## src/rtl/pupil_pkg.sv

```systemverilog
// Shared definitions for the pupil-tracking pixel pipeline.
// - state_t       : locator FSM states
// - COORD_W_DEF   : default coordinate width
// - COUNT_W_DEF   : default pixel-count width
// - PIX_WHITE/BLACK : binary pixel levels produced by the binarizer
package pupil_pkg;

    typedef enum logic [1:0] {
        SYNC   = 2'd0,
        IDLE   = 2'd1,
        ACCUM  = 2'd2,
        REPORT = 2'd3
    } state_t;

    localparam int COORD_W_DEF = 12;
    localparam int COUNT_W_DEF = 20;

    localparam logic [9:0] PIX_WHITE = 10'h3FF;
    localparam logic [9:0] PIX_BLACK = 10'h000;

endpackage

```

## src/rtl/pixel_xy_counter.sv

```systemverilog
// Raster position counter for the valid-pixel stream.
// Ports:
//   iCLK, iRST   : clock, asynchronous active-low reset
//   i_clear      : restart the raster at (0,0) this edge
//   i_advance    : one valid pixel consumed this edge
//   o_x, o_y     : position of the next valid pixel
//   o_in_frame   : o_y < V_ACTIVE (position still inside the frame)
// Once y reaches V_ACTIVE the counter holds there instead of wrapping.
module pixel_xy_counter
    import pupil_pkg::*;
#(
    parameter int H_ACTIVE = 640,
    parameter int V_ACTIVE = 480,
    parameter int COORD_W  = COORD_W_DEF
) (
    input  logic               iCLK,
    input  logic               iRST,
    input  logic               i_clear,
    input  logic               i_advance,
    output logic [COORD_W-1:0] o_x,
    output logic [COORD_W-1:0] o_y,
    output logic               o_in_frame
);

    localparam logic [COORD_W-1:0] X_LAST = COORD_W'(H_ACTIVE - 1);
    localparam logic [COORD_W-1:0] Y_END  = COORD_W'(V_ACTIVE);

    logic [COORD_W-1:0] r_x;
    logic [COORD_W-1:0] r_y;
    logic [COORD_W-1:0] w_base_x;
    logic [COORD_W-1:0] w_base_y;
    logic [COORD_W-1:0] w_nxt_x;
    logic [COORD_W-1:0] w_nxt_y;

    // A clear with advance means the pixel at (0,0) is consumed on the same edge.
    always_comb begin
        w_base_x = i_clear ? '0 : r_x;
        w_base_y = i_clear ? '0 : r_y;
        w_nxt_x  = w_base_x;
        w_nxt_y  = w_base_y;
        if (i_advance && (w_base_y < Y_END)) begin
            if (w_base_x == X_LAST) begin
                w_nxt_x = '0;
                w_nxt_y = w_base_y + 1'b1;
            end else begin
                w_nxt_x = w_base_x + 1'b1;
            end
        end
    end

    always_ff @(posedge iCLK or negedge iRST) begin
        if (!iRST) begin
            r_x <= '0;
            r_y <= '0;
        end else begin
            r_x <= w_nxt_x;
            r_y <= w_nxt_y;
        end
    end

    assign o_x        = r_x;
    assign o_y        = r_y;
    assign o_in_frame = (r_y < Y_END);

endmodule

```

## src/rtl/binary_blob_locator.sv

```systemverilog
// Locates the target-level blob (the pupil) in a binary pixel stream.
// Per frame it accumulates the bounding box and count of matching pixels
// and publishes box, centre, count and a found flag with a one-cycle
// strobe two edges after the last frame-valid sample.
// Ports:
//   iCLK, iRST            : clock, asynchronous active-low reset
//   iFVAL, iDVAL, iDATA   : frame valid, pixel valid, binary pixel
//   oX_MIN..oY_MAX        : bounding box of matches (0 when not found)
//   oX_CEN, oY_CEN        : floor of box midpoint (0 when not found)
//   oCOUNT                : saturating match count
//   oFOUND                : oCOUNT >= MIN_COUNT
//   oRES_VAL              : one-cycle pulse when results are updated
//   oBUSY                 : frame accumulation in progress
module binary_blob_locator
    import pupil_pkg::*;
#(
    parameter int H_ACTIVE   = 640,
    parameter int V_ACTIVE   = 480,
    parameter int COORD_W    = COORD_W_DEF,
    parameter int COUNT_W    = COUNT_W_DEF,
    parameter int TARGET_SET = 0,
    parameter int MIN_COUNT  = 64
) (
    input  logic               iCLK,
    input  logic               iRST,
    input  logic               iFVAL,
    input  logic               iDVAL,
    input  logic [9:0]         iDATA,
    output logic [COORD_W-1:0] oX_MIN,
    output logic [COORD_W-1:0] oX_MAX,
    output logic [COORD_W-1:0] oY_MIN,
    output logic [COORD_W-1:0] oY_MAX,
    output logic [COORD_W-1:0] oX_CEN,
    output logic [COORD_W-1:0] oY_CEN,
    output logic [COUNT_W-1:0] oCOUNT,
    output logic               oFOUND,
    output logic               oRES_VAL,
    output logic               oBUSY
);

    localparam logic [COUNT_W-1:0] MIN_CNT = COUNT_W'(MIN_COUNT);

    function automatic logic [COUNT_W-1:0] sat_inc(input logic [COUNT_W-1:0] c);
        return (c == '1) ? c : c + 1'b1;
    endfunction

    // Sum is one bit wider so the midpoint never loses the carry.
    function automatic logic [COORD_W-1:0] mid(input logic [COORD_W-1:0] a,
                                               input logic [COORD_W-1:0] b);
        logic [COORD_W:0] s;
        s = {1'b0, a} + {1'b0, b};
        return COORD_W'(s >> 1);
    endfunction

    state_t             r_state;
    state_t             w_state_nxt;
    logic               w_entry;
    logic               w_accept;
    logic               w_report;

    logic [COORD_W-1:0] w_x;
    logic [COORD_W-1:0] w_y;
    logic               w_in_frame;
    logic [COORD_W-1:0] w_px;
    logic [COORD_W-1:0] w_py;
    logic               w_take;
    logic               w_match;
    logic               w_hit;

    logic [COORD_W-1:0] r_xmin, r_xmax, r_ymin, r_ymax;
    logic [COUNT_W-1:0] r_cnt;
    logic [COORD_W-1:0] w_xmin_b, w_xmax_b, w_ymin_b, w_ymax_b;
    logic [COUNT_W-1:0] w_cnt_b;
    logic [COORD_W-1:0] w_xmin_n, w_xmax_n, w_ymin_n, w_ymax_n;
    logic [COUNT_W-1:0] w_cnt_n;

    logic               w_found;

    // ---------------- control FSM ----------------
    always_ff @(posedge iCLK or negedge iRST) begin
        if (!iRST) begin
            r_state <= SYNC;
        end else begin
            r_state <= w_state_nxt;
        end
    end

    // w_entry marks the edge that opens a frame; the pixel on it (if any) is (0,0).
    always_comb begin
        w_state_nxt = r_state;
        w_entry     = 1'b0;
        w_accept    = 1'b0;
        w_report    = 1'b0;
        case (r_state)
            SYNC: begin
                if (!iFVAL) w_state_nxt = IDLE;
            end
            IDLE: begin
                if (iFVAL) begin
                    w_state_nxt = ACCUM;
                    w_entry     = 1'b1;
                end
            end
            ACCUM: begin
                if (iFVAL) w_accept = iDVAL;
                else       w_state_nxt = REPORT;
            end
            REPORT: begin
                w_report = 1'b1;
                if (iFVAL) begin
                    w_state_nxt = ACCUM;
                    w_entry     = 1'b1;
                end else begin
                    w_state_nxt = IDLE;
                end
            end
            default: w_state_nxt = SYNC;
        endcase
    end

    // ---------------- raster position ----------------
    assign w_take = (w_entry ? iDVAL : w_accept) & (w_entry | w_in_frame);

    pixel_xy_counter #(
        .H_ACTIVE (H_ACTIVE),
        .V_ACTIVE (V_ACTIVE),
        .COORD_W  (COORD_W)
    ) u_xy (
        .iCLK       (iCLK),
        .iRST       (iRST),
        .i_clear    (w_entry),
        .i_advance  (w_take),
        .o_x        (w_x),
        .o_y        (w_y),
        .o_in_frame (w_in_frame)
    );

    assign w_px = w_entry ? '0 : w_x;
    assign w_py = w_entry ? '0 : w_y;

    // ---------------- accumulation ----------------
    assign w_match = (TARGET_SET == 0) ? (iDATA == PIX_BLACK) : (iDATA != PIX_BLACK);
    assign w_hit   = w_take & w_match;

    // On an entry edge the accumulators start from their empty values.
    always_comb begin
        w_xmin_b = w_entry ? '1 : r_xmin;
        w_xmax_b = w_entry ? '0 : r_xmax;
        w_ymin_b = w_entry ? '1 : r_ymin;
        w_ymax_b = w_entry ? '0 : r_ymax;
        w_cnt_b  = w_entry ? '0 : r_cnt;

        w_xmin_n = (w_hit && (w_px < w_xmin_b)) ? w_px : w_xmin_b;
        w_xmax_n = (w_hit && (w_px > w_xmax_b)) ? w_px : w_xmax_b;
        w_ymin_n = (w_hit && (w_py < w_ymin_b)) ? w_py : w_ymin_b;
        w_ymax_n = (w_hit && (w_py > w_ymax_b)) ? w_py : w_ymax_b;
        w_cnt_n  = w_hit ? sat_inc(w_cnt_b) : w_cnt_b;
    end

    always_ff @(posedge iCLK or negedge iRST) begin
        if (!iRST) begin
            r_xmin <= '1;
            r_xmax <= '0;
            r_ymin <= '1;
            r_ymax <= '0;
            r_cnt  <= '0;
        end else begin
            r_xmin <= w_xmin_n;
            r_xmax <= w_xmax_n;
            r_ymin <= w_ymin_n;
            r_ymax <= w_ymax_n;
            r_cnt  <= w_cnt_n;
        end
    end

    // ---------------- result registers ----------------
    assign w_found = (r_cnt >= MIN_CNT);

    always_ff @(posedge iCLK or negedge iRST) begin
        if (!iRST) begin
            oX_MIN   <= '0;
            oX_MAX   <= '0;
            oY_MIN   <= '0;
            oY_MAX   <= '0;
            oX_CEN   <= '0;
            oY_CEN   <= '0;
            oCOUNT   <= '0;
            oFOUND   <= 1'b0;
            oRES_VAL <= 1'b0;
        end else begin
            oRES_VAL <= w_report;
            if (w_report) begin
                oCOUNT <= r_cnt;
                oFOUND <= w_found;
                if (w_found) begin
                    oX_MIN <= r_xmin;
                    oX_MAX <= r_xmax;
                    oY_MIN <= r_ymin;
                    oY_MAX <= r_ymax;
                    oX_CEN <= mid(r_xmin, r_xmax);
                    oY_CEN <= mid(r_ymin, r_ymax);
                end else begin
                    oX_MIN <= '0;
                    oX_MAX <= '0;
                    oY_MIN <= '0;
                    oY_MAX <= '0;
                    oX_CEN <= '0;
                    oY_CEN <= '0;
                end
            end
        end
    end

    assign oBUSY = (r_state == ACCUM);

endmodule

```

## config.mk

```make
export PLATFORM = sky130hd
export DESIGN_NAME = binary_blob_locator
export DESIGN_NICKNAME = d
export VERILOG_FILES = /design/src/rtl/pupil_pkg.sv /design/src/rtl/pixel_xy_counter.sv /design/src/rtl/binary_blob_locator.sv
export SDC_FILE = /design/constraint.sdc
export NUM_CORES = 1
export LEC_CHECK = 0
export ABC_AREA = 1
export BUFFER_PORTS_ARGS = -buffer_cell sky130_fd_sc_hd__buf_2
export CELL_PAD_IN_SITES_DETAIL_PLACEMENT = 1
export CELL_PAD_IN_SITES_GLOBAL_PLACEMENT = 1
export CORE_MARGIN = 8
export CORE_UTILIZATION = 40
export DETAILED_ROUTE_END_ITERATION = 8
export GPL_TIMING_DRIVEN = 0
export PLACE_DENSITY_LB_ADDON = 0.1
export SYNTH_ARGS = -nofsm -noshare
export SYNTH_HDL_FRONTEND = slang
export SYNTH_SLANG_ARGS = --single-unit
```

## constraint.sdc

```tcl
create_clock -name iCLK -period 2.92 [get_ports iCLK]
set_input_delay 0.584 -clock iCLK [delete_from_list [all_inputs] [get_ports iCLK]]
set_output_delay 0.584 -clock iCLK [all_outputs]
set_load 0.01 [all_outputs]
```

==> results.md <==
* Vias in the first global route at 11.3k
* Pwr/cell area at 404 mW/mm^2
* Drt wl/cell at 18.6 um
* Final hold slack at 0.0838 ns
* Synthesized instance count at 1551
* Leakage power at 0.00710 uW
* Most common cell after layout, fill and taps aside: nand2_1
* Final Hold Fails at 0
* Peak supply drop at 0.255 mV
* H-tree levels at 4
* Nets at 1769
* Worst-Margin Slew at 0.834 ns
* Status: complete, no violations
* Non-filler cells, final at 2081
* Flop pwr share at 0.492
* Sink Count at 188
* Die Height at 184 um
* Power share of the clock group at 0.455
* Placer Congestion at 0.915
* DRC Markers at 0
* GRT Util Overall at 0.235
* Later-pin clock latency in the skew report at 0.46 ns
* Relative slew margins at 0.444
* CP required at 3.25 ns
* Reg clk slew, reported paths at 0.08 ns
* Sw Ratio at 0.266
* Max Slew Vio Count at 0
* 1st-iter DRT viols at 793
* Clk root buf: clkbuf_16
* Routed vias/inst at 5.15
* Share of layout cells above drive strength 1 at 0.153
* Comb pwr share at 0.053
* Largest net degree at the start of global routing at 116
* Die width at 184 um
* Final ANT Viol Nets at 0
* Dpl hpwl at 29400 um
* Switching pwr at 1410 uW
* Hold-fix buffers, CTS at 0
* Yosys reg bits at 188
* Final Cycle Share at 0.941
* Gr ovfl total at 0
* CP max FO at 10
* Area grow syn2layout at 17.2%
* Synth warn at 0
* Arr. time, crit path at 3.08 ns
* RSZ-0062 raised after global routing: false
* Net count after synthesis at 1630
* Internal cell power at 3910 uW
* Antenna violations before repair at 0
* Ports at 109
* Placed Instances at 2038
* CP Capture Type: register
* Post-synthesis cell type count at 44
* CTS max path bufs at 2
* Syn avg cell area at 7.25 um^2
* CP Class: register to register
* Minimum clock period at 2.75 ns
* Vias post-DR at 10.7k
* Pre-Repair DR Iteration Count at 5
* Min-delay worst type: input pin to asynchronous set/reset pin
* Initial Util at 0.406
* Cts bufs inserted at 17
* Sequential share of the synthesized area at 0.421
* CTS tree: done
* Die ar. at 0.0337 mm^2
* Total power at 5320 uW
* I/O Buffers at 108
* Floorplan row count at 61
* Routed WL at 38800 um
* Max_cap viols at 0
* Core area at 0.0277 mm^2
* Most frequent cells in the layout: nand2_1 (540), inv_1 (189), dfrtp_1 (163)
* CP Launch Type: register
* Final Setup Violations at 0
* First-pass GRT wire length at 62200 um
* Clock skew at 0.0198 ns
* TNS Setup at 0 ns
* Diodes inserted at 0
* Fmax at 364 MHz
* Synthesized cell area at 0.0112 mm^2
==> power by group through the flow <==
| stage | logic [uW] | registers [uW] | clock network [uW] |
|---|---|---|---|
| global placement | 253 | 2670 | 0 |
| finish | 284 | 2620 | 2420 |
| global route | 315 | 2620 | 2570 |
| CTS | 282 | 2620 | 2490 |
| floorplan | 117 | 2670 | 0 |
| detailed placement | 264 | 2670 | 0 |
==> per-layer routing <==
layer	global-route usage	routed length, um	vias up
li1	-	-	5187
met1	0.309	18000	5309
met2	0.393	18600	181
met3	0.0360	1390	49
met4	0.0684	802	0
met5	0	0	-
==> cell usage after synthesis <==
library cell,number,area share
nand2_1,546,0.18
inv_1,190,0.063
dfrtp_1,164,0.36
nor2_1,143,0.048
nand3_1,115,0.051
o21ai_0,89,0.040
ha_1,63,0.070
nand4_1,46,0.026
a21oi_1,31,0.014
dfstp_2,24,0.056
clkbuf_1,21,0.0070
buf_2,14,0.0062
xnor2_1,10,0.0078
nor3_1,9,0.0040
xor2_1,8,0.0062
o21bai_1,7,0.0047
nand2_2,6,0.0033
buf_4,5,0.0033
nor2_2,5,0.0028
buf_1,4,0.0013
buf_6,4,0.0040
inv_2,4,0.0013
nand3b_1,4,0.0027
and2_1,3,0.0017
nand3_2,3,0.0027
nor2_4,3,0.0030
o211ai_1,3,0.0020
o21a_1,3,0.0020
or2_2,3,0.0017
a21boi_0,2,0.0013
a31oi_1,2,0.0011
clkinv_1,2,0.00067
fa_1,2,0.0036
nor3_2,2,0.0018
o21ai_1,2,0.00089
a22oi_1,1,0.00067
and2_0,1,0.00056
and3_1,1,0.00056
inv_4,1,0.00056
nand2_4,1,0.0010
nand3_4,1,0.0016
nor3_4,1,0.0014
o21ai_2,1,0.00078
o21ai_4,1,0.0014
==> area by class of cell <==
| cell class | instances | area (um^2) |
|---|---|---|
| fill | 3616 | 14500 |
| multi-input combinational | 1118 | 5620 |
| sequential | 188 | 4740 |
| inverter | 197 | 751 |
| timing repair buffer | 121 | 668 |
| tap | 378 | 473 |
| clock buffer | 17 | 425 |
| buffer | 47 | 342 |
| clock inverter | 15 | 171 |
==> metrics by stage <==
stage	setup WS (ns)	instance area (um^2)	utilization
floorplan	0.0563	11200	-
global placement	-2.04	12300	0.443
detailed placement	-0.928	12300	0.444
CTS	0.000608	13000	0.471
global route	0.00343	13200	0.476
finish	0.173	13200	0.476
==> final timing paths <==
kind                       startpoint         end  slack, ns  depth (start not counted)
setup / recovery           r_state[0]   r_xmax[7]       0.17                         18
hold / removal                   iRST   oX_CEN[9]       0.08                          1
setup reg to reg           r_state[0]   r_xmax[7]       0.17                         18
hold reg to reg             oX_MIN[9]   oX_MIN[9]       0.48                          2
max in group asynchronous        iRST  r_state[0]       1.80                          2
min in group iCLK               iFVAL  r_state[0]       0.33                          2
==> cell families (layout without fill, tap and decap cells) <==
family                     Yosys count  in the layout  synth area share
AOI/OAI and AO/OA                  142            142            0.0683
xor gates and xnor gates            18             18            0.0140
adders and majority gates           65             65            0.0736
buffers and inverters              245            397            0.0879
DFF                                188            188             0.421
and+or+nand+nor                    893            893             0.335
==> worst max-delay path, stage by stage (launching register included) <==
cell and delay, ns:
dfrtp_2 0.45, nand2_4 0.12, buf_12 0.14, inv_8 0.06
buf_12 0.16, buf_4 0.18, nor2_2 0.11, inv_1 0.05
ha_1 0.26, nand2_1 0.07, nor2_2 0.16, nand2_1 0.08
nor2_2 0.13, nand2_1 0.08, o21ai_2 0.12, inv_2 0.07
clkbuf_4 0.19, nand3_1 0.11, nand2_1 0.07
==> sequential cells by signal, summed over array words and instances, names as in the netlist, 12 cells and up <==
| name | count |
|---|---|
| oX_CEN | 12 |
| r_ymax | 12 |
| oX_MAX | 12 |
| oY_MAX | 12 |
| r_cnt | 20 |
| r_xmax | 12 |
| r_xmin | 12 |
| u_xy.o_x | 12 |
| oY_MIN | 12 |
| oCOUNT | 20 |
| oX_MIN | 12 |
| oY_CEN | 12 |
| u_xy.o_y | 12 |
| r_ymin | 12 |
==> timing repair <==
action	4_1_cts	5_1_grt
endpoints found under the setup margin	84	73
pin swaps	2	3
cloned	0	1
gates resized for setup	37	33
buffers inserted	6	5
No activity file was read; power rests on OpenSTA's default activity.
